`src/rtl/pipe_pkg.sv`:
```
// Shared MIPS pipeline definitions: opcode/funct constants, the NOP word,
// and the per-lane ID/EX payload record held by each pipeline lane.
package pipe_pkg;

    localparam logic [5:0]  SPECIAL = 6'b000000;
    localparam logic [5:0]  MOVZ    = 6'b001010;
    localparam logic [5:0]  MOVN    = 6'b001011;
    localparam logic [31:0] NOP     = 32'h0000_0000;

    // Storage width of the payload record; lanes narrower than this use the low bits.
    localparam int PAYLOAD_DW = 32;
    localparam int PAYLOAD_AW = 5;

    typedef struct packed {
        logic                  valid;
        logic [PAYLOAD_DW-1:0] ir;
        logic [PAYLOAD_DW-1:0] pc4;
        logic [PAYLOAD_DW-1:0] rs;
        logic [PAYLOAD_DW-1:0] rt;
        logic [PAYLOAD_DW-1:0] ext;
        logic [PAYLOAD_DW-1:0] wb_data;
        logic [PAYLOAD_AW-1:0] a3;
        logic                  reg_write;
        logic                  mem_write;
    } id_ex_payload_t;

    // True when the instruction word is a movz/movn.
    function automatic logic is_cmov(input logic [31:0] ir);
        return (ir[31:26] == SPECIAL) && ((ir[5:0] == MOVZ) || (ir[5:0] == MOVN));
    endfunction

endpackage

```
`src/rtl/id_ex_pipe_reg_if.sv`:
```
// ID->EX bundle: D-stage payload and stage controls in, EX-stage copies and
// statistics out. master = ID side, slave = the pipeline register.
interface id_ex_pipe_reg_if #(
    parameter int LANES = 1,
    parameter int DW    = 32,
    parameter int AW    = 5,
    parameter int CNT_W = 16
);
    logic                  hold_e;
    logic                  flush_e;
    logic [LANES*DW-1:0]   ir_d;
    logic [LANES*DW-1:0]   pc4_d;
    logic [LANES*DW-1:0]   pc8_d;
    logic [LANES*DW-1:0]   rs_d;
    logic [LANES*DW-1:0]   rt_d;
    logic [LANES*DW-1:0]   ext_d;
    logic [LANES*AW-1:0]   a3_d;
    logic [LANES-1:0]      reg_write_d;
    logic [LANES-1:0]      mem_write_d;
    logic [LANES-1:0]      cmov_d;
    logic [LANES-1:0]      cond_d;

    logic [LANES-1:0]      valid_e;
    logic [LANES*DW-1:0]   ir_e;
    logic [LANES*DW-1:0]   pc4_e;
    logic [LANES*DW-1:0]   rs_e;
    logic [LANES*DW-1:0]   rt_e;
    logic [LANES*DW-1:0]   ext_e;
    logic [LANES*DW-1:0]   wb_data_e;
    logic [LANES*AW-1:0]   a3_e;
    logic [LANES-1:0]      reg_write_e;
    logic [LANES-1:0]      mem_write_e;
    logic [CNT_W-1:0]      bubble_cnt;
    logic [CNT_W-1:0]      hold_cnt;

    modport master (
        output hold_e, flush_e, ir_d, pc4_d, pc8_d, rs_d, rt_d, ext_d, a3_d,
               reg_write_d, mem_write_d, cmov_d, cond_d,
        input  valid_e, ir_e, pc4_e, rs_e, rt_e, ext_e, wb_data_e, a3_e,
               reg_write_e, mem_write_e, bubble_cnt, hold_cnt
    );

    modport slave (
        input  hold_e, flush_e, ir_d, pc4_d, pc8_d, rs_d, rt_d, ext_d, a3_d,
               reg_write_d, mem_write_d, cmov_d, cond_d,
        output valid_e, ir_e, pc4_e, rs_e, rt_e, ext_e, wb_data_e, a3_e,
               reg_write_e, mem_write_e, bubble_cnt, hold_cnt
    );
endinterface

```
`src/rtl/id_ex_lane.sv`:
```
// One ID->EX issue slot: flush beats hold beats load. A not-taken conditional
// move stays a valid instruction but loses its register write.
module id_ex_lane
    import pipe_pkg::*;
#(
    parameter int DW      = 32,
    parameter int AW      = 5,
    parameter bit CMOV_EN = 1'b1
) (
    input  logic          clk,
    input  logic          reset,
    input  logic          hold_i,
    input  logic          flush_i,
    input  logic [DW-1:0] ir_i,
    input  logic [DW-1:0] pc4_i,
    input  logic [DW-1:0] pc8_i,
    input  logic [DW-1:0] rs_i,
    input  logic [DW-1:0] rt_i,
    input  logic [DW-1:0] ext_i,
    input  logic [AW-1:0] a3_i,
    input  logic          reg_write_i,
    input  logic          mem_write_i,
    input  logic          cmov_i,
    input  logic          cond_i,
    output logic          valid_o,
    output logic [DW-1:0] ir_o,
    output logic [DW-1:0] pc4_o,
    output logic [DW-1:0] rs_o,
    output logic [DW-1:0] rt_o,
    output logic [DW-1:0] ext_o,
    output logic [DW-1:0] wb_data_o,
    output logic [AW-1:0] a3_o,
    output logic          reg_write_o,
    output logic          mem_write_o
);

    id_ex_payload_t payload_d;
    id_ex_payload_t payload_q;
    logic           cmov_take;
    logic           cmov_kill;

    // Next lane contents: bubble, frozen copy, or freshly decoded instruction.
    always_comb begin
        cmov_take = CMOV_EN && cmov_i && cond_i;
        cmov_kill = CMOV_EN && cmov_i && !cond_i;
        payload_d = payload_q;
        if (flush_i) begin
            payload_d    = '0;
            payload_d.ir = NOP;
        end else if (hold_i) begin
            payload_d = payload_q;
        end else begin
            payload_d.valid     = 1'b1;
            payload_d.ir        = PAYLOAD_DW'(ir_i);
            payload_d.pc4       = PAYLOAD_DW'(pc4_i);
            payload_d.rs        = PAYLOAD_DW'(rs_i);
            payload_d.rt        = PAYLOAD_DW'(rt_i);
            payload_d.ext       = PAYLOAD_DW'(ext_i);
            payload_d.wb_data   = cmov_take ? PAYLOAD_DW'(rs_i) : PAYLOAD_DW'(pc8_i);
            payload_d.a3        = cmov_kill ? '0 : PAYLOAD_AW'(a3_i);
            payload_d.reg_write = cmov_kill ? 1'b0 : reg_write_i;
            payload_d.mem_write = mem_write_i;
        end
    end

    // Lane register, cleared asynchronously.
    always_ff @(posedge clk or posedge reset) begin
        if (reset) begin
            payload_q <= '0;
        end else begin
            payload_q <= payload_d;
        end
    end

    assign valid_o     = payload_q.valid;
    assign ir_o        = payload_q.ir[DW-1:0];
    assign pc4_o       = payload_q.pc4[DW-1:0];
    assign rs_o        = payload_q.rs[DW-1:0];
    assign rt_o        = payload_q.rt[DW-1:0];
    assign ext_o       = payload_q.ext[DW-1:0];
    assign wb_data_o   = payload_q.wb_data[DW-1:0];
    assign a3_o        = payload_q.a3[AW-1:0];
    assign reg_write_o = payload_q.reg_write;
    assign mem_write_o = payload_q.mem_write;

endmodule

```
`src/rtl/id_ex_pipe_reg.sv`:
```
// ID->EX pipeline register, LANES issue slots wide, with saturating
// bubble/hold statistics for the perf/debug readout.
module id_ex_pipe_reg
    import pipe_pkg::*;
#(
    parameter int LANES   = 1,
    parameter int DW      = 32,
    parameter int AW      = 5,
    parameter bit CMOV_EN = 1'b1,
    parameter int CNT_W   = 16
) (
    input  logic              clk,
    input  logic              reset,
    id_ex_pipe_reg_if.slave   bus
);

    logic [LANES-1:0]    valid_s;
    logic [LANES*DW-1:0] ir_s;
    logic [LANES*DW-1:0] pc4_s;
    logic [LANES*DW-1:0] rs_s;
    logic [LANES*DW-1:0] rt_s;
    logic [LANES*DW-1:0] ext_s;
    logic [LANES*DW-1:0] wb_data_s;
    logic [LANES*AW-1:0] a3_s;
    logic [LANES-1:0]    reg_write_s;
    logic [LANES-1:0]    mem_write_s;
    logic [CNT_W-1:0]    bubble_cnt_d;
    logic [CNT_W-1:0]    bubble_cnt_q;
    logic [CNT_W-1:0]    hold_cnt_d;
    logic [CNT_W-1:0]    hold_cnt_q;

    for (genvar g = 0; g < LANES; g++) begin : g_lane
        id_ex_lane #(.DW(DW), .AW(AW), .CMOV_EN(CMOV_EN)) u_lane (
            .clk         (clk),
            .reset       (reset),
            .hold_i      (bus.hold_e),
            .flush_i     (bus.flush_e),
            .ir_i        (bus.ir_d[g*DW +: DW]),
            .pc4_i       (bus.pc4_d[g*DW +: DW]),
            .pc8_i       (bus.pc8_d[g*DW +: DW]),
            .rs_i        (bus.rs_d[g*DW +: DW]),
            .rt_i        (bus.rt_d[g*DW +: DW]),
            .ext_i       (bus.ext_d[g*DW +: DW]),
            .a3_i        (bus.a3_d[g*AW +: AW]),
            .reg_write_i (bus.reg_write_d[g]),
            .mem_write_i (bus.mem_write_d[g]),
            .cmov_i      (bus.cmov_d[g]),
            .cond_i      (bus.cond_d[g]),
            .valid_o     (valid_s[g]),
            .ir_o        (ir_s[g*DW +: DW]),
            .pc4_o       (pc4_s[g*DW +: DW]),
            .rs_o        (rs_s[g*DW +: DW]),
            .rt_o        (rt_s[g*DW +: DW]),
            .ext_o       (ext_s[g*DW +: DW]),
            .wb_data_o   (wb_data_s[g*DW +: DW]),
            .a3_o        (a3_s[g*AW +: AW]),
            .reg_write_o (reg_write_s[g]),
            .mem_write_o (mem_write_s[g])
        );
    end

    // Statistics: a flush counts as a bubble even when hold is also set; both saturate.
    always_comb begin
        bubble_cnt_d = bubble_cnt_q;
        hold_cnt_d   = hold_cnt_q;
        if (bus.flush_e) begin
            if (bubble_cnt_q != '1) begin
                bubble_cnt_d = bubble_cnt_q + CNT_W'(1);
            end else begin
                bubble_cnt_d = bubble_cnt_q;
            end
        end else if (bus.hold_e) begin
            if (hold_cnt_q != '1) begin
                hold_cnt_d = hold_cnt_q + CNT_W'(1);
            end else begin
                hold_cnt_d = hold_cnt_q;
            end
        end else begin
            bubble_cnt_d = bubble_cnt_q;
            hold_cnt_d   = hold_cnt_q;
        end
    end

    // Statistics registers; only reset clears them.
    always_ff @(posedge clk or posedge reset) begin
        if (reset) begin
            bubble_cnt_q <= '0;
            hold_cnt_q   <= '0;
        end else begin
            bubble_cnt_q <= bubble_cnt_d;
            hold_cnt_q   <= hold_cnt_d;
        end
    end

    assign bus.valid_e     = valid_s;
    assign bus.ir_e        = ir_s;
    assign bus.pc4_e       = pc4_s;
    assign bus.rs_e        = rs_s;
    assign bus.rt_e        = rt_s;
    assign bus.ext_e       = ext_s;
    assign bus.wb_data_e   = wb_data_s;
    assign bus.a3_e        = a3_s;
    assign bus.reg_write_e = reg_write_s;
    assign bus.mem_write_e = mem_write_s;
    assign bus.bubble_cnt  = bubble_cnt_q;
    assign bus.hold_cnt    = hold_cnt_q;

endmodule

```
`src/flat_wrapper.sv`:
```
// flat-port wrapper written by rule: the top's interface ports become plain ports
module id_ex_pipe_reg_flat import pipe_pkg::*;
#(
    parameter int LANES   = 1,
    parameter int DW      = 32,
    parameter int AW      = 5,
    parameter bit CMOV_EN = 1'b1,
    parameter int CNT_W   = 16
)
  (clk, reset, bus_hold_e, bus_flush_e, bus_ir_d, bus_pc4_d, bus_pc8_d, bus_rs_d, bus_rt_d, bus_ext_d, bus_a3_d, bus_reg_write_d, bus_mem_write_d, bus_cmov_d, bus_cond_d, bus_valid_e, bus_ir_e, bus_pc4_e, bus_rs_e, bus_rt_e, bus_ext_e, bus_wb_data_e, bus_a3_e, bus_reg_write_e, bus_mem_write_e, bus_bubble_cnt, bus_hold_cnt);
  id_ex_pipe_reg_if #(.LANES(LANES), .DW(DW), .AW(AW), .CNT_W(CNT_W)) bus_i ();
  input  logic clk;
  input  logic reset;
  input wire logic [$bits(bus_i.hold_e)-1:0] bus_hold_e;
  input wire logic [$bits(bus_i.flush_e)-1:0] bus_flush_e;
  input wire logic [$bits(bus_i.ir_d)-1:0] bus_ir_d;
  input wire logic [$bits(bus_i.pc4_d)-1:0] bus_pc4_d;
  input wire logic [$bits(bus_i.pc8_d)-1:0] bus_pc8_d;
  input wire logic [$bits(bus_i.rs_d)-1:0] bus_rs_d;
  input wire logic [$bits(bus_i.rt_d)-1:0] bus_rt_d;
  input wire logic [$bits(bus_i.ext_d)-1:0] bus_ext_d;
  input wire logic [$bits(bus_i.a3_d)-1:0] bus_a3_d;
  input wire logic [$bits(bus_i.reg_write_d)-1:0] bus_reg_write_d;
  input wire logic [$bits(bus_i.mem_write_d)-1:0] bus_mem_write_d;
  input wire logic [$bits(bus_i.cmov_d)-1:0] bus_cmov_d;
  input wire logic [$bits(bus_i.cond_d)-1:0] bus_cond_d;
  output wire logic [$bits(bus_i.valid_e)-1:0] bus_valid_e;
  output wire logic [$bits(bus_i.ir_e)-1:0] bus_ir_e;
  output wire logic [$bits(bus_i.pc4_e)-1:0] bus_pc4_e;
  output wire logic [$bits(bus_i.rs_e)-1:0] bus_rs_e;
  output wire logic [$bits(bus_i.rt_e)-1:0] bus_rt_e;
  output wire logic [$bits(bus_i.ext_e)-1:0] bus_ext_e;
  output wire logic [$bits(bus_i.wb_data_e)-1:0] bus_wb_data_e;
  output wire logic [$bits(bus_i.a3_e)-1:0] bus_a3_e;
  output wire logic [$bits(bus_i.reg_write_e)-1:0] bus_reg_write_e;
  output wire logic [$bits(bus_i.mem_write_e)-1:0] bus_mem_write_e;
  output wire logic [$bits(bus_i.bubble_cnt)-1:0] bus_bubble_cnt;
  output wire logic [$bits(bus_i.hold_cnt)-1:0] bus_hold_cnt;
  assign bus_i.hold_e = bus_hold_e;
  assign bus_i.flush_e = bus_flush_e;
  assign bus_i.ir_d = bus_ir_d;
  assign bus_i.pc4_d = bus_pc4_d;
  assign bus_i.pc8_d = bus_pc8_d;
  assign bus_i.rs_d = bus_rs_d;
  assign bus_i.rt_d = bus_rt_d;
  assign bus_i.ext_d = bus_ext_d;
  assign bus_i.a3_d = bus_a3_d;
  assign bus_i.reg_write_d = bus_reg_write_d;
  assign bus_i.mem_write_d = bus_mem_write_d;
  assign bus_i.cmov_d = bus_cmov_d;
  assign bus_i.cond_d = bus_cond_d;
  assign bus_valid_e = bus_i.valid_e;
  assign bus_ir_e = bus_i.ir_e;
  assign bus_pc4_e = bus_i.pc4_e;
  assign bus_rs_e = bus_i.rs_e;
  assign bus_rt_e = bus_i.rt_e;
  assign bus_ext_e = bus_i.ext_e;
  assign bus_wb_data_e = bus_i.wb_data_e;
  assign bus_a3_e = bus_i.a3_e;
  assign bus_reg_write_e = bus_i.reg_write_e;
  assign bus_mem_write_e = bus_i.mem_write_e;
  assign bus_bubble_cnt = bus_i.bubble_cnt;
  assign bus_hold_cnt = bus_i.hold_cnt;
  id_ex_pipe_reg #(.LANES(LANES), .DW(DW), .AW(AW), .CMOV_EN(CMOV_EN), .CNT_W(CNT_W)) u_core (.clk(clk), .reset(reset), .bus(bus_i));
endmodule
```
`config.mk`:
```
export PLATFORM = sky130hd
export DESIGN_NAME = id_ex_pipe_reg_flat
export DESIGN_NICKNAME = d
export VERILOG_FILES = /design/src/rtl/pipe_pkg.sv /design/src/rtl/id_ex_pipe_reg_if.sv /design/src/rtl/id_ex_lane.sv /design/src/rtl/id_ex_pipe_reg.sv /design/src/flat_wrapper.sv
export SDC_FILE = /design/constraint.sdc
export NUM_CORES = 1
export LEC_CHECK = 0
export BUFFER_PORTS_ARGS = -buffer_cell sky130_fd_sc_hd__buf_2
export CAP_MARGIN = 20
export CORE_AREA = 3 3 168 170
export CTS_CLUSTER_SIZE = 14
export DETAILED_ROUTE_END_ITERATION = 10
export DIE_AREA = 0 0 171 173
export GPL_ROUTABILITY_DRIVEN = 0
export PLACE_DENSITY = 0.74
export SLEW_MARGIN = 30
export SYNTH_ARGS = -nofsm -noshare
export SYNTH_HDL_FRONTEND = slang
export SYNTH_HIERARCHICAL = 1
export SYNTH_SLANG_ARGS = --single-unit
export TNS_END_PERCENT = 1
```
`constraint.sdc`:
```
create_clock -name clk -period 19.9 [get_ports clk]
set_input_delay 3.98 -clock clk [delete_from_list [all_inputs] [get_ports clk]]
set_output_delay 3.98 -clock clk [all_outputs]
set_load 0.02 [all_outputs]
```
==> results.yml, run 1 <==
place:
  dp_cells: 1600
  dp_hpwl_um: 20150
  io_buffers: 436
  pre_cts_ws_ns: 12.86
flow_run:
  maxCapViolations: 0
clock_tree:
  clkTransAtPathRegs_ns: 0.06
  ctsResizeCount: 0
  clkSinkCount: 232
  postCtsHoldBufs: 0
  cts_inserted_buffers: 26
  post-cts-setup-buffers: 0
  clockBufferDepth: 3
  cts-root-buf: "clkbuf_16"
  cts_tree: "built"
  clk_latency_ns: 0.52
  ctsHtreeMaxLevel: 1
layout:
  drive_gt1_share_pct: 43.00
  synthToLayoutAreaGrowth_pct: 30.72
  final_common_cell: "buf_2"
  final_cell_mix: "buf_2 (434), dfrtp_1 (232), nor2_1 (166), mux2i_1 (164), inv_1 (38)"
  fin_cells: 1649
  final_nets: 1494
drt:
  detail-route-antenna-nets: 0
  routed_wl_um: 28930
  vias_per_cell: 4.973
  drtIter0Drc: 476
  wl_per_cell_um: 17.55
  num_vias: 8200
  first_pass_iters: 4
  drc: 0
sta:
  worst_pin_slew_ns: 0.9397
  clock_skew_ns: 0.006555
  clock.fmax_ghz: 0.1606
  setup_viol: 0
  tns_ns: 0
  finalHoldViolCount: 0
  layout_min_cycle_time_ns: 6.226
  setup_slack_ns: 13.67
  rsz0062_at_grt: "no"
  slew_headroom_pct: 37.35
  slew_viol_final: 0
  finalCritPeriodShare_pct: 31.29
die:
  core.rowCount: 60
  die_y_um: 173
  start_util_pct: 39.04
  fp.dieW_um: 171
  die_area_um2: 29580
  core_area_um2: 26880
  ios: 437
yosys:
  ys_ff_latch: 232
  synth-adder-area-share_pct: 0.2385
  synth-simple-area-share_pct: 14.49
  syn_avg_cell_area_um2: 11.94
  synthMuxAreaShare_pct: 16.00
  synth_compound_area_share_pct: 6.046
  synth_top_area_share_pct: 55.33
  syn_nets: 1086
  synth_xor_area_share_pct: 2.003
  synth_edf_count: 0
  yosys.area.top_type: "dfrtp_1"
  seq_area_frac_synth_pct: 55.33
  synth_cell_types: 42
  synth_top_family_by_area: "multiplexers"
  yosys_warnings: 6
  synth_top_flop_cell: "dfrtp_1"
  synth_area_um2: 10490
  syn_inst: 879
  synth_area_leaders: "dfrtp_1 (55%), mux2i_1 (16%), nor2_1 (5.9%)"
  synthArstFlopShare_pct: 100.0
global_routing:
  antenna_found_initial: 3
  grt_start_max_net_pins: 132
  grt_overflow_total: 0
  grt_pass1_vias: 8240
  grt_pass1_wl_um: 45040
  track_usage_pct: 18.69
critical_path:
  cp-endpoint: "u_core/g_lane[0].u_lane/wb_data_o[29]"
  end_kind: "flop"
  required_ns: 20.31
  arrival_ns: 6.64
  rrSetupSlack_ns: 18.12
  r2r_cells: 5
  crit_fanout: 97
  r2r-end: "u_core/bus.bubble_cnt[14]"
  worstSetupPathType: "in2reg"
  crit_path_start_kind: "input pin"
  reg2reg_from: "u_core/bus.bubble_cnt[0]"
  setup.worst_path.start: "bus_hold_e"
power:
  power_leakage_nw: 7.422
  ir_drop_mv: 0.05956
  powerDensity_nw_per_um2: 94.58
outcome:
  status: "finished, final reports clean"
worst_hold_path:
  hp-class: "reg2reg"
[layout make-up]
type | instances | area (um^2)
tap | 341 | 426.7
sequential | 232 | 5806
clock inverter | 13 | 225.2
inverter | 39 | 158.9
fill | 2389 | 13160
antenna | 1 | 2.502
timing repair buffer | 443 | 2262
multi-input combinational | 545 | 4069
clock buffer | 35 | 765.7
[routing by layer]
metal | up-vias | track usage [%] | wire [um]
met4 | 4 | 6.975 | 1027
met1 | 3930 | 23.28 | 11440
met2 | 338 | 31.65 | 14280
met5 | - | 0 | 27
met3 | 73 | 4.252 | 2166
li1 | 3855 | - | -
[stage by stage]
stage,hold slack (ns),area (um^2),utilization (%),power (W)
floorplan,0.5947,10490,-,0.0006797
global placement,0.4820,12710,47.28,0.0007572
detailed placement,0.4913,12710,47.29,0.0007619
CTS,0.5058,13700,50.98,0.001311
global route,0.5188,13720,51.03,0.001356
finish,0.5030,13720,51.03,0.001297
[Yosys cell counts (all sizes together), types with 2 or more instances]
master   instances
nand3            6
a2111oi         32
buf             45
inv             39
nor3            65
and2             3
a21oi           10
o2111ai          3
nand2           22
xnor2           19
and4             3
mux2i          164
xor2             5
mux2             3
and3             9
o211ai           2
nand3b           6
ha               2
nor2           166
dfrtp          232
clkbuf          18
nand4           14
[flip-flops by register name (all words and copies together) (netlist names), 5 cells and up]
register	count
u_core/g_lane.u_lane/wb_data_o	32
u_core/g_lane.u_lane/a3_o	5
u_core/g_lane.u_lane/rs_o	32
u_core/bus.bubble_cnt	16
u_core/g_lane.u_lane/ext_o	32
u_core/g_lane.u_lane/ir_o	32
u_core/g_lane.u_lane/rt_o	32
u_core/g_lane.u_lane/pc4_o	32
u_core/bus.hold_cnt	16
[cell families after synthesis]
family	Yosys count
simple gates	300
buf+inv	102
compound gates	52
mux	167
xor+xnor	24
fa+ha+maj	2
flops	232
[critical path: stages]
cell	delay, ns
buf_8	0.55
buf_6	0.66
buf_4	0.85
nor3_1	0.13
a2111oi_2	0.35
[worst min-delay path by stage]
stage                                  end  slack [ns]                   start  depth (start not counted)
finish              u_core/bus.hold_cnt[7]        0.50  u_core/bus.hold_cnt[7]                          1
global route        u_core/bus.hold_cnt[7]        0.52  u_core/bus.hold_cnt[7]                          1
global placement    u_core/bus.hold_cnt[7]        0.48  u_core/bus.hold_cnt[7]                          1
CTS                 u_core/bus.hold_cnt[7]        0.51  u_core/bus.hold_cnt[7]                          1
detailed placement  u_core/bus.hold_cnt[7]        0.49  u_core/bus.hold_cnt[7]                          1
floorplan           u_core/bus.hold_cnt[7]        0.59  u_core/bus.hold_cnt[7]                          1
[where the power goes]
group	switching, W	leakage, nW	internal (W)
sequential	0.0000317	3.06	0.000508
combinational	0.000131	3.87	0.0000812
clock	0.000198	0.487	0.000347
total	0.000361	7.42	0.000936
Power figures use the tool's default switching activity.
==> inputs of run 2 (changes only) <==
- ABC_AREA: not set -> 1
- CORE_AREA: 3 3 168 170 -> 3 3 167 169
- DIE_AREA: 0 0 171 173 -> 0 0 170 172
- PLACE_DENSITY: 0.74 -> 0.75
- clock period: 19.9 -> 5.7 ns (I/O delays scaled with it)
==> run 2 against run 1 <==
Against the previous run: clock power rose to 3.2 times the previous value; synthesized cell count rose by 46%; via count rose by 16%; cell area fell by 2.5%; cell count rose by 24%; register-to-register slack got worse by 14 ns; wire length rose by 4.0%; critical path type unchanged.
==> results.yml, run 2 <==
outcome:
  status: "finished, final reports clean"
critical_path:
  crit_fanout: 97
  arrival_ns: 2.83
  required_ns: 6.14
  end_kind: "flop"
  crit_path_start_kind: "input pin"
  worstSetupPathType: "in2reg"
layout:
  final_common_cell: "nand2_1"
  drive_gt1_share_pct: 29.80
  synthToLayoutAreaGrowth_pct: 32.51
  finalInstanceArea_um2: 13380
  final_nets: 1899
  final_cell_mix: "nand2_1 (710), buf_2 (436), dfrtp_1 (232), inv_1 (95), nand3_1 (90)"
  nFillCells: 2553
  antenna_cells: 0
drt:
  wl_per_cell_um: 14.69
  num_vias: 9538
  routed_wl_um: 30100
  first_pass_iters: 5
  drc: 0
  vias_per_cell: 4.655
  drtIter0Drc: 553
  detail-route-antenna-nets: 0
sta:
  layout_min_cycle_time_ns: 2.392
  clock.fmax_ghz: 0.4180
  slew_viol_final: 0
  tns_ns: 0
  worst_pin_slew_ns: 1.190
  setup_slack_ns: 3.308
  slew_headroom_pct: 20.70
  clock_skew_ns: 0.01001
  worst_hold_slack_ns: 0.4607
  rsz0062_at_grt: "no"
  setup_viol: 0
  finalCritPeriodShare_pct: 41.97
  finalHoldViolCount: 0
yosys:
  synthArstFlopShare_pct: 100.0
  synth_edf_count: 0
  synth_area_um2: 10090
  yosys_warnings: 6
  seq_area_frac_synth_pct: 57.52
  synth_area_leaders: "dfrtp_1 (58%), nand2_1 (26%), nand3_1 (4.5%)"
  syn_avg_cell_area_um2: 7.885
  netlist_top_cells_count: "nand2_1 (711), dfrtp_1 (232), inv_1 (96), nand3_1 (90), nor2_1 (37)"
  syn_inst: 1280
  yosysMostFrequentCell: "nand2_1"
  syn_nets: 1487
  synth_top_flop_cell: "dfrtp_1"
  yosys.area.top_type: "dfrtp_1"
  synth_cell_types: 27
  synth_top_area_share_pct: 57.52
  ys_ff_latch: 232
clock_tree:
  clk_latency_ns: 0.52
  cts_inserted_buffers: 25
  ctsResizeCount: 0
  postCtsHoldBufs: 0
  post-cts-setup-buffers: 0
  clkTransAtPathRegs_ns: 0.06
  clkSinkCount: 232
  clockBufferDepth: 3
  cts_tree: "built"
  ctsHtreeMaxLevel: 1
  cts-root-buf: "clkbuf_16"
power:
  p_total_w: 0.004217
  powerDensity_nw_per_um2: 315.3
  switching_share_pct: 27.79
  clock_power_share_pct: 40.8
  intPower_w: 0.003045
  pwr-share-seq_pct: 44.0
  power.switching_w: 0.001172
  power_leakage_nw: 8.158
  ir_drop_mv: 0.2136
  comb_power_share_pct: 15.2
global_routing:
  antenna_found_initial: 0
  grt_start_max_net_pins: 200
  grt_pass1_wl_um: 46240
  track_usage_pct: 19.22
  grt_overflow_total: 0
  grt_pass1_vias: 8952
die:
  core.rowCount: 60
  fp.dieW_um: 170
  start_util_pct: 37.77
  core_area_um2: 26730
  die_y_um: 172
  die_area_um2: 29240
  ios: 437
place:
  pre_cts_ws_ns: 2.792
  dp_hpwl_um: 21280
  placed_area_um2: 12500
  io_buffers: 436
worst_hold_path:
  hp-class: "reg2reg"
flow_run:
  maxCapViolations: 0
run 2: changes by cell type after synthesis, sizes merged, moves of 5 or more:
cell	delta
and3	-9
nand2	+697
nand3	+85
nand4	-6
nor2	-121
mux2i	-164
clkbuf	-5
xnor2	-16
inv	+62
a21oi	-8
o21ai	+9
nor3	-62
a2111oi	-32
run 2: stage by stage:
stage | utilization (%) | instances
floorplan | - | 1280
global placement | 46.77 | 2006
detailed placement | 46.78 | 2006
CTS | 50.05 | 2049
global route | 50.05 | 2049
finish | 50.05 | 2049
run 2: logic make-up (layout without fill, tap and decap cells):
group	count (synthesis)	after routing	synth area share, %
AND/OR/NAND/NOR	868	868	34.31
AO/OA/AOI/OAI	12	12	0.7809
adder cells (fa/ha/maj)	2	2	0.2479
buffers and inverters	159	587	6.533
flip-flops	232	232	57.52
XOR/XNOR	7	7	0.6074
run 2: critical path, stage by stage:
cell and delay (ns):
buf_2 0.15, nor2_4 0.38, buf_4 0.81, nand3_1 0.15, nand2_1 0.10
run 2: path summary, 6_finish.rpt:
kind / slack, ns / to / cells after the start / start
setup / recovery: 3.31 / u_core/g_lane[0].u_lane/wb_data_o[16] / 5 / bus_flush_e
hold / removal: 0.46 / u_core/g_lane[0].u_lane/pc4_o[4] / 2 / u_core/g_lane[0].u_lane/pc4_o[4]
min in group asynchronous: 0.73 / u_core/bus.bubble_cnt[5] / 3 / reset
max in group asynchronous: 3.70 / u_core/g_lane[0].u_lane/pc4_o[9] / 3 / reset
setup reg to reg: 3.79 / u_core/bus.bubble_cnt[1] / 9 / u_core/bus.bubble_cnt[0]
hold reg to reg: 0.46 / u_core/g_lane[0].u_lane/pc4_o[4] / 2 / u_core/g_lane[0].u_lane/pc4_o[4]
run 2: power groups by stage:
stage | Combinational [W] | Clock [W] | Sequential, W
floorplan | 0.000234 | 0 | 0.00202
global placement | 0.000638 | 0 | 0.00188
detailed placement | 0.000649 | 0 | 0.00188
CTS | 0.000650 | 0.00177 | 0.00185
global route | 0.000708 | 0.00184 | 0.00187
finish | 0.000641 | 0.00172 | 0.00185
run 2: layout make-up:
class                           count  area [um^2]  share of cell area [%]
Tap cell                          341        426.7                   3.190
Timing Repair Buffer              442         2252                   16.84
Sequential cell                   232         5806                   43.41
Clock inverter                      6        132.6                  0.9916
Inverter                          102        386.6                   2.891
Clock buffer                       37        740.7                   5.538
Multi-Input combinational cell    889         3631                   27.15
run 2: metal layers:
layer	track usage (%)	share of wire, %
met5	0	0
met4	6.032	3.1
met3	4.938	8.5
met2	32.32	48
met1	24.52	41
==> inputs of run 3 (changes only) <==
- ABC_AREA: 1 -> 0
- CORE_AREA: 3 3 167 169 -> 3 3 168 170
- DIE_AREA: 0 0 170 172 -> 0 0 171 173
- PLACE_DENSITY: 0.75 -> 0.76
- clock period: 5.7 -> 2 ns (I/O delays scaled with it)
==> run 3 against run 2 <==
Against the previous run: power grew to 2.9 times the previous value; via count down 13%; sequential cell count unchanged; combinational power grew to 3.4 times the previous value; clock skew decreased by 0.0028 ns; global-route usage down 0.35 points; wire length is 3.0% lower; first-iteration DRC count shrank 6.3%; cell area is 3.4% higher.
==> results.yml, run 3 (synthesis results as in run 1) <==
drt:
  first_pass_iters: 4
  num_vias: 8323
  wl_per_cell_um: 17.55
  vias_per_cell: 5.002
  detail-route-antenna-nets: 0
  drtIter0Drc: 518
  drc: 0
  routed_wl_um: 29200
sta:
  finalHoldViolCount: 0
  rsz0062_at_grt: "no"
  layout_min_cycle_time_ns: 1.809
  clock_skew_ns: 0.007242
  setup_viol: 0
  slew_viol_final: 0
  worst_pin_slew_ns: 0.7059
  finalCritPeriodShare_pct: 90.44
  clock.fmax_ghz: 0.5529
  slew_headroom_pct: 52.94
layout:
  final_cell_mix: "buf_2 (434), dfrtp_1 (232), nor2_1 (166), mux2i_1 (164), inv_1 (38)"
  drive_gt1_share_pct: 43.48
  fin_cells: 1664
  utilization_pct: 51.46
  final_common_cell: "buf_2"
  final_nets: 1508
  synthToLayoutAreaGrowth_pct: 31.80
die:
  start_util_pct: 39.04
  core.rowCount: 60
  fp.dieW_um: 171
  die_y_um: 173
  core_area_um2: 26880
  die_area_um2: 29580
  ios: 437
global_routing:
  grt_pass1_vias: 8574
  grt_start_max_net_pins: 110
  grt_pass1_wl_um: 45730
  grt_overflow_total: 0
  track_usage_pct: 18.87
  antenna_found_initial: 5
worst_hold_path:
  hp-class: "in2reg"
place:
  io_buffers: 436
  dp_hpwl_um: 20970
  dp_cells: 1613
critical_path:
  cp_slowest_stage_delay_ns: 0.43
  cp_cell_sequence: "ha_1, and3_1, nand3_1, o21ai_2, mux2_2"
  arrival_ns: 2.21
  crit_slowest_cell: "dfrtp_1"
  end_kind: "flop"
  crit_path_start_kind: "flop"
  worstSetupPathType: "reg2reg"
  required_ns: 2.40
  crit_fanout: 5
clock_tree:
  cts-root-buf: "clkbuf_16"
  cts_tree: "built"
  clk_latency_ns: 0.52
  ctsResizeCount: 0
  clkTransAtPathRegs_ns: 0.06
  clockBufferDepth: 3
  clkSinkCount: 232
  cts_inserted_buffers: 26
  ctsHtreeMaxLevel: 1
  post-cts-setup-buffers: 0
power:
  switching_share_pct: 28.40
  ir_drop_mv: 0.5894
  clock_power_share_pct: 39.4
  power_leakage_nw: 7.481
  powerDensity_nw_per_um2: 899.2
  comb_power_share_pct: 17.5
  pwr-share-seq_pct: 43.1
  intPower_w: 0.008904
  power.switching_w: 0.003532
flow_run:
  maxCapViolations: 0
outcome:
  status: "finished, final reports clean"
-- run 3: cell types whose count changed in the layout (fill, tap and decap cells not counted), moves of 9 or more --
cell       before  now
nand2_1       710   22
mux2i_1         0  164
nor2_1         37  166
nand3_1        90    6
inv_1          95   38
a2111oi_2       0   32
nor3_1          3   35
nor3_2          0   30
xnor2_1         3   19
a21oi_1         1   10
and3_1          0    9
nand2_2         9    0
-- run 3: power by group through the flow --
| stage | clock [W] | combinational (W) | sequential [W] |
|---|---|---|---|
| 5_1_grt | 0.00524 | 0.00236 | 0.00541 |
| 3_5_place_dp | 0 | 0.00220 | 0.00543 |
| 4_1_cts | 0.00505 | 0.00220 | 0.00536 |
| 6_report | 0.00491 | 0.00217 | 0.00536 |
| 3_3_place_gp | 0 | 0.00216 | 0.00542 |
| 2_1_floorplan | 0 | 0.000926 | 0.00584 |
-- run 3: worst paths after layout --
kind                                     startpoint                                end  slack, ns  cells after the start
hold / removal                        bus_ext_d[14]  u_core/g_lane[0].u_lane/ext_o[14]       0.12                      3
hold reg to reg            u_core/bus.bubble_cnt[0]           u_core/bus.bubble_cnt[0]       0.51                      1
min in group asynchronous                     reset  u_core/g_lane[0].u_lane/ext_o[19]       0.42                      3
max in group asynchronous                     reset    u_core/g_lane[0].u_lane/a3_o[0]       0.83                      4
setup reg to reg             u_core/bus.hold_cnt[0]             u_core/bus.hold_cnt[1]       0.19                      5
setup / recovery             u_core/bus.hold_cnt[0]             u_core/bus.hold_cnt[1]       0.19                      5
-- run 3: what timing repair did --
item | 4_1_cts | 5_1_grt
hold buffers | 1 | 0
endpoints found under the hold margin | 36 | 0
endpoints found under the setup margin | 0 | 0
-- run 3: critical path, delay by kind of cell (launching register included) --
family	cells	cell delay, ns
adders and majority gates	1	0.20
AOI/OAI and AO/OA	1	0.25
and+or+nand+nor	2	0.45
DFF	1	0.43
muxes	1	0.36
-- run 3: per-layer routing --
metal | vias up | GRT usage (%) | wire length (um)
met4 | 4 | 7.512 | 1065
met3 | 75 | 5.281 | 2432
li1 | 3870 | - | -
met2 | 330 | 33.04 | 14640
met5 | - | 0 | 34
met1 | 4044 | 21.68 | 11020
-- run 3: cell type report --
| type | count | area [um^2] |
|---|---|---|
| sequential | 232 | 5806 |
| clock buffer | 37 | 793.3 |
| timing repair buffer | 457 | 2471 |
| inverter | 39 | 150.1 |
| antenna | 3 | 7.507 |
| clock inverter | 10 | 106.4 |
| tap | 341 | 426.7 |
| multi-input combinational | 545 | 4069 |
| fill | 2417 | 13050 |
-- run 3: through the flow --
step	power, W	TNS (ns)	area, um^2	setup WS (ns)	hold WS [ns]
floorplan	0.006764	-197.67	10500	-0.9883	0.5162
global placement	0.007571	0	12910	0.2341	0.3854
detailed placement	0.007629	0	12910	0.1973	0.3880
CTS	0.01261	0	13820	0.2337	0.08522
global route	0.01302	0	13830	0.08359	0.1076
finish	0.01244	0	13830	0.1913	0.1176
